<file path="config.mk">
export PLATFORM = sky130hd
export DESIGN_NAME = q_argmax_scanner
export DESIGN_NICKNAME = d
export VERILOG_FILES = /design/src/rtl/q_argmax_scanner_pkg.sv /design/src/rtl/q_argmax_scanner_compare.sv /design/src/rtl/q_argmax_scanner.sv
export SDC_FILE = /design/constraint.sdc
export NUM_CORES = 1
export LEC_CHECK = 0
export ABC_AREA = 0
export BUFFER_PORTS_ARGS = -buffer_cell sky130_fd_sc_hd__buf_2
export CAP_MARGIN = 5
export CORE_UTILIZATION = 56
export CTS_CLUSTER_DIAMETER = 100
export DETAILED_ROUTE_END_ITERATION = 12
export PLACE_DENSITY = 0.8
export SYNTH_ARGS = -nofsm -noshare
export SYNTH_HDL_FRONTEND = slang
export SYNTH_SLANG_ARGS = --single-unit
</file>
<file path="constraint.sdc">
create_clock -name clk -period 3.1 [get_ports clk]
set_input_delay 0.155 -clock clk [delete_from_list [all_inputs] [get_ports clk]]
set_output_delay 0.155 -clock clk [all_outputs]
set_load 0.02 [all_outputs]
</file>
<file path="src/rtl/q_argmax_scanner_pkg.sv">
// Shared encodings and default geometry for the Q-table read path
// (scanner, mux4to1/mux8to1 and Q-table blocks).
package q_argmax_scanner_pkg;

  localparam int DEF_DATA_WIDTH = 16;
  localparam int DEF_N_ACTION   = 4;
  localparam int DEF_SEL_WIDTH  = 2;

  typedef enum logic [1:0] {
    ST_IDLE = 2'd0,
    ST_SCAN = 2'd1,
    ST_DONE = 2'd2
  } state_t;

endpackage

</file>
<file path="src/rtl/q_argmax_scanner_compare.sv">
// Signed strict compare: take_new when cand beats best (greater for argmax,
// less for argmin). Ties never win, so the lower index is kept.
module q_compare_update
  import q_argmax_scanner_pkg::*;
#(
  parameter int DATA_WIDTH = DEF_DATA_WIDTH
) (
  input  logic signed [DATA_WIDTH-1:0] cand,
  input  logic signed [DATA_WIDTH-1:0] best,
  input  logic                         find_min,
  output logic                         take_new
);

  assign take_new = find_min ? (cand < best) : (cand > best);

endmodule

</file>
<file path="src/rtl/q_argmax_scanner.sv">
// Steps the external mux select over all actions and reports the arg-max
// (or arg-min) Q-value and its index.
//
//   state   | meaning
//   --------+--------------------------------------------------------
//   ST_IDLE | sel parked at 0, waiting for start
//   ST_SCAN | one action per cycle, running best updated from q_in
//   ST_DONE | one-cycle done pulse, results already in q_best/act_best
module q_argmax_scanner
  import q_argmax_scanner_pkg::*;
#(
  parameter int DATA_WIDTH = DEF_DATA_WIDTH,
  parameter int N_ACTION   = DEF_N_ACTION,
  parameter int SEL_WIDTH  = DEF_SEL_WIDTH
) (
  input  logic                         clk,
  input  logic                         rst_n,
  input  logic                         start,
  input  logic                         find_min,
  output logic [SEL_WIDTH-1:0]         sel,
  input  logic signed [DATA_WIDTH-1:0] q_in,
  output logic                         busy,
  output logic                         done,
  output logic signed [DATA_WIDTH-1:0] q_best,
  output logic [SEL_WIDTH-1:0]         act_best
);

  localparam logic [SEL_WIDTH-1:0] LAST_SEL = SEL_WIDTH'(N_ACTION - 1);

  state_t                         state;
  logic                           find_min_q;
  logic signed [DATA_WIDTH-1:0]   run_best;
  logic [SEL_WIDTH-1:0]           run_idx;
  logic                           cmp_take;
  logic                           take_new;
  logic signed [DATA_WIDTH-1:0]   next_best;
  logic [SEL_WIDTH-1:0]           next_idx;

  q_compare_update #(.DATA_WIDTH(DATA_WIDTH)) u_cmp (
    .cand     (q_in),
    .best     (run_best),
    .find_min (find_min_q),
    .take_new (cmp_take)
  );

  // The first action loads unconditionally, so stale running state never leaks in.
  assign take_new  = (sel == '0) || cmp_take;
  assign next_best = take_new ? q_in : run_best;
  assign next_idx  = take_new ? sel  : run_idx;

  always_ff @(posedge clk or negedge rst_n) begin
    if (!rst_n) begin
      state      <= ST_IDLE;
      sel        <= '0;
      busy       <= 1'b0;
      done       <= 1'b0;
      q_best     <= '0;
      act_best   <= '0;
      find_min_q <= 1'b0;
      run_best   <= '0;
      run_idx    <= '0;
    end else begin
      done <= 1'b0;
      case (state)
        ST_IDLE: begin
          sel  <= '0;
          busy <= 1'b0;
          if (start) begin
            find_min_q <= find_min;
            busy       <= 1'b1;
            state      <= ST_SCAN;
          end
        end
        ST_SCAN: begin
          run_best <= next_best;
          run_idx  <= next_idx;
          if (sel == LAST_SEL) begin
            q_best   <= next_best;
            act_best <= next_idx;
            sel      <= '0;
            busy     <= 1'b0;
            done     <= 1'b1;
            state    <= ST_DONE;
          end else begin
            sel <= sel + SEL_WIDTH'(1);
          end
        end
        ST_DONE: state <= ST_IDLE;
        default: state <= ST_IDLE;
      endcase
    end
  end

endmodule

</file>
# Word level (Yosys, flattened, before mapping)
# Cells that the tools add are included.
[op_classes] muxes=13 n_shift=0 reduce_logical=8 mul=0 n_div=0 magnitude_cmp=2 eq_ne=4 bitwise=0 addsub=1
[op_table] cell="> comparator 16 bit" n=1
[op_table] cell="less-than comparator 16 bit" n=1
[op_table] cell="2-to-1 mux 16 bit" n=1
[op_table] cell="2-to-1 mux 2 bit" n=4
[op_table] cell="one-hot mux 2 bit (2 select lines)" n=2
[op_table] cell="AND reduction 2 bit" n=4
[op_table] cell="2-to-1 mux 1 bit" n=5
[op_table] cell="zero test 2 bit" n=2
[op_table] cell="inequality test 2 bit, second input constant" n=2
[op_table] cell="adder 2 x 1 -> 2 bit, second input constant" n=1
[op_table] cell="equality test 2 x 1 -> 1 bit, second input constant" n=1
[op_table] cell="equality test 2 bit, second input constant" n=1
[op_table] cell="one-hot mux 1 bit (2 select lines)" n=1
[op_table] cell="nonzero test 2 bit" n=1
[op_table] cell="logical OR 1 bit" n=1
[totals] register_bits=43 rom_bits=0 output_inout_bits=22 mem_bits_rw=0 wordCells=37 n_memories=0 latchBits=0 inputBits=20

# Longest topological paths before layout
[logic_depth] word_depth=4 ltp_mapped=11 ltp_nobuf=9

# Hierarchy
# From an unflattened synthesis, not the netlist that was laid out.
[unflattened] cells_unflattened=207 area_unflattened_um2=2327.2
[by_module_without_submodules] module="q_argmax_scanner" n_inst=1 area_each_um2=1868.0 cells_per_inst=144
[by_module_without_submodules] module="q_compare_update" n_inst=1 area_each_um2=459.2 cells_per_inst=63

# Worst setup path after synthesis
# No wires, ideal clock.
[synth_timing] kind="register to register" start="register run_best[5]" end="register run_best[10]" synth_period_minus_slack_ns=2.517 setup_slack_ns=0.583 t_required_ns=2.975 path_buffers=1 path_stages_with_launch=11 t_arrival_ns=2.392 setup_ns=0.125 path_cell_list="dfrtp_1 > inv_1 > ha_1 > a211oi_2 > o21bai_1 > nor3b_2 > o221ai_2 > nand2_4 > mux2i_4 > buf_12 > mux2_4"
[synth_via] elab_chain_cells=4
[synth_lines] item="from (decl)" line_no="q_argmax_scanner.sv:32" source="logic signed [DATA_WIDTH-1:0] run_best;"
[synth_lines] item="from (signal assigned)" line_no="q_argmax_scanner.sv:75" source="run_best <= next_best;"
[synth_lines] item="> comparator 16 bit or less-than comparator 16 bit (tied branches)" line_no="q_argmax_scanner_compare.sv:14" source="assign take_new = find_min ? (cand < best) : (cand > best);"
[synth_lines] item="2-to-1 mux 1 bit *" line_no="q_argmax_scanner_compare.sv:14"
[synth_lines] item="logical OR 1 bit *" line_no="q_argmax_scanner.sv:47" source="assign take_new = (sel == '0) || cmp_take;"
[synth_lines] item="2-to-1 mux 16 bit *" line_no="q_argmax_scanner.sv:48" source="assign next_best = take_new ? q_in : run_best;"
# Every way passes the cells marked *; elsewhere a longest branch is shown, timed or not.
# A chain may end at the register's enable or synchronous reset.

# Worst setup path after layout
[layout_timing] start="register run_best[5]" end="register run_idx[1]"
[layout_via] elab_chain_cells=4
[layout_lines] item="> comparator 16 bit or less-than comparator 16 bit (tied branches)" line_no="q_argmax_scanner_compare.sv:14"
[layout_lines] item="2-to-1 mux 1 bit *" line_no="q_argmax_scanner_compare.sv:14"
[layout_lines] item="logical OR 1 bit *" line_no="q_argmax_scanner.sv:47"
[layout_lines] item="2-to-1 mux 2 bit *" line_no="q_argmax_scanner.sv:49" source="assign next_idx = take_new ? sel : run_idx;"
[layout_lines] item="to (signal assigned)" line_no="q_argmax_scanner.sv:76" source="run_idx <= next_idx;"
[layout_lines] item="to (decl)" line_no="q_argmax_scanner.sv:33" source="logic [SEL_WIDTH-1:0] run_idx;"
# Marks and branches as above.

==> out/qor.yml <==
layout:
  fillers: 322
  fin_nets: 274
  diodes: 0
  drive_gt1_share_pct: 41.8
  final_cell_mix: "dfrtp_1, buf_2, inv_1"
  final_common_cell: "dfrtp_1"
  area_growth_pct: 14.8
sta:
  skew_ns: 0.00522
  period_minus_slack_ns: 2.82
  setup_violations: 0
  fin_crit_sh_pct: 91.1
  maxSlewHeadroom_pct: 36.0
  fmax_mhz: 354
  rsz0062_at_grt: "no"
  drv_slew: 0
  finalHoldViolations: 0
  fin_tns_setup_ns: 0
  tightest_slew_ns: 0.960
grt:
  grt_max_degree: 44
  grtUsageTotal_pct: 26.2
  overflow: 0
  antenna_found_initial: 0
  grt_pass1_vias: 1820
  grt_first_pass_wirelength_um: 8780
clocking:
  cts_buffers: 5
  clkTransAtPathRegs_ns: 0.08
  cts_hold_buf: 0
  cts_setup_buffers: 0
  clk_latency_ns: 0.30
  root_buffer: "clkbuf_8"
  cts_resized: 0
  cts_tree: "yes"
  htree_levels: 2
  cts.sinks: 43
  clock_path_buffers: 2
pwr:
  power.internal_mw: 2.13
  p_comb_share_pct: 54.5
  p_total_mw: 3.48
  seqPwrFrac_pct: 30.7
  ir_worst_vdd_mv: 0.610
  power.switching_mw: 1.35
  p_sw_share_pct: 38.9
  p_leak_nw: 1.34
  power_density_nw_per_um2: 1240
  clkPwrFrac_pct: 14.9
place:
  place_congestion: 0.806
  port_buffers: 41
  hpwl_um: 3520
floorplan:
  num_rows: 23
  initial_core_util_pct: 59.8
  io_pins: 42
  core_um2: 4090
  die_x_um: 68.1
  dieArea_um2: 4630
  fp.dieH_um: 68.1
synth:
  synth_top_area_cell: "dfrtp_1"
  muxShareOfSynthArea_pct: 11.8
  synthDistinctLibCells: 40
  yosysWarningCount: 0
  async_flop_share_pct: 100
  synth_top_area_share_pct: 44.0
  synth_top_family_by_area: "compound AO/OA/AOI/OAI gates"
  synth-simple-area-share_pct: 7.52
  yosys.area_share.xor_xnor_pct: 0
  ys_seq_area_share_pct: 44.0
  ys_ff_latch: 43
  synth_compound_area_share_pct: 21.5
  synth-edff-count: 0
  synth_area_um2: 2440
  avgSynthCellArea_um2: 12.7
  ys_top_cells_by_area: "dfrtp_1, ha_1, o221a_2"
  synth_nets: 231
  synth_cells: 193
  synthFlopType: "dfrtp_1"
  yosys.area_share.adder_pct: 9.21
setup_path:
  critPathCaptureType: "register"
  cp_max_fo: 12
  timing_worst_setup_path_type: "reg2reg"
  r2r_start: "run_best[5]$_DFFE_PN0P_"
  startpoint_type: "register"
  arrival_ns: 3.02
  reg2reg_slack_ns: 0.28
  r2r_end: "run_idx[1]$_DFFE_PN0P_"
  crit_required_ns: 3.29
  r2r_cells: 10
routing:
  ant_nets: 0
  dr.pass1.iters: 4
  num_vias: 1814
  totalWireLength_um: 5190
  viasPerCell: 6.32
  drt-initial-drc-count: 115
  drcViolationCount: 0
  wl_per_cell_um: 18.1
flow_run:
  drv_cap: 0
hold_path:
  hold_path_class: "in2async"
status:
  status: "complete, no violations"
[area by class of cell]
cell class / instances / area [um^2] / share of cell area (%)
Tap cell: 50 / 62.6 / 2.23
Clock inverter: 2 / 60.1 / 2.14
Clock buffer: 6 / 72.6 / 2.59
Inverter: 20 / 75.1 / 2.67
Sequential cell: 43 / 1080 / 38.3
Timing Repair Buffer: 45 / 235 / 8.38
Multi-Input combinational cell: 121 / 1220 / 43.6
[metrics by stage]
stage / util, % / setup WS, ns / std cells / instance area (um^2) / hold slack (ns)
3_5_place_dp: 65.4 / 0.334 / 279 / 2670 / 0.353
2_1_floorplan: - / 0.583 / 193 / 2440 / -0.141
6_report: 68.7 / 0.276 / 287 / 2810 / 0.00103
5_1_grt: 68.7 / 0.0999 / 287 / 2810 / 0.0735
3_3_place_gp: 65.4 / 0.453 / 279 / 2670 / 0.357
4_1_cts: 68.7 / 0.304 / 287 / 2810 / 0.0423
[routing by layer]
| metal | up-vias | part of all wire (%) | GRT usage, % |
|---|---|---|---|
| met2 | 51 | 48 | 41.9 |
| met1 | 914 | 45 | 34.9 |
| li1 | 841 | - | - |
| met4 | 0 | 1.9 | 8.85 |
| met5 | - | 0 | 0 |
| met3 | 8 | 4.3 | 5.67 |
[worst max-delay path, cell delays in order (launching register included)]
cell,delay (ns)
dfrtp_1,0.41
inv_1,0.07
ha_1,0.31
a211oi_2,0.30
o21bai_1,0.14
nor3b_2,0.25
o221ai_2,0.16
nand2_4,0.20
mux2i_4,0.26
buf_4,0.27
mux2_2,0.36
[cells in the mapped netlist, types with 2 or more instances]
master / number
a21o_1: 3
a21oi_1: 3
buf_2: 3
buf_6: 2
clkbuf_1: 3
dfrtp_1: 43
ha_1: 18
inv_1: 20
mux2_2: 9
mux2_4: 11
nand2_1: 4
nand2b_1: 3
nand4_1: 3
nor2_1: 5
nor2b_1: 2
o21ai_0: 3
o21bai_1: 2
o221a_2: 18
o32a_1: 17
[state kept, by name, summed over array words and instances (netlist names)]
name / count
run_best: 16
run_idx: 2
state: 2
sel: 2
busy: 1
done: 1
q_best: 16
find_min_q: 1
act_best: 2
[how the worst max path moves through the flow]
stage	start	to	slack, ns	cells past startpoint
final	run_best[5]$_DFFE_PN0P_	run_idx[1]$_DFFE_PN0P_	0.28	10
after global placement	run_best[5]$_DFFE_PN0P_	run_idx[1]$_DFFE_PN0P_	0.45	10
after detailed placement	run_best[5]$_DFFE_PN0P_	run_idx[1]$_DFFE_PN0P_	0.33	10
after CTS	run_best[5]$_DFFE_PN0P_	run_idx[1]$_DFFE_PN0P_	0.30	10
after global routing	run_best[5]$_DFFE_PN0P_	run_idx[1]$_DFFE_PN0P_	0.1	10
after floorplan	run_best[5]$_DFFE_PN0P_	run_best[10]$_DFFE_PN0P_	0.58	10
[logic make-up after synthesis]
logic type,Yosys count
compound gates,55
flops,43
mux,21
simple gates,27
buf+inv,29
fa+ha+maj,18
[power by group through the flow]
stage | logic [mW] | registers (mW) | clock network [mW]
2_1_floorplan | 1.36 | 1.20 | 0
3_3_place_gp | 1.84 | 1.06 | 0
3_5_place_dp | 1.90 | 1.07 | 0
4_1_cts | 1.91 | 1.06 | 0.521
5_1_grt | 2.07 | 1.11 | 0.545
6_report | 1.89 | 1.07 | 0.517
Power figures use the tool's default switching activity.
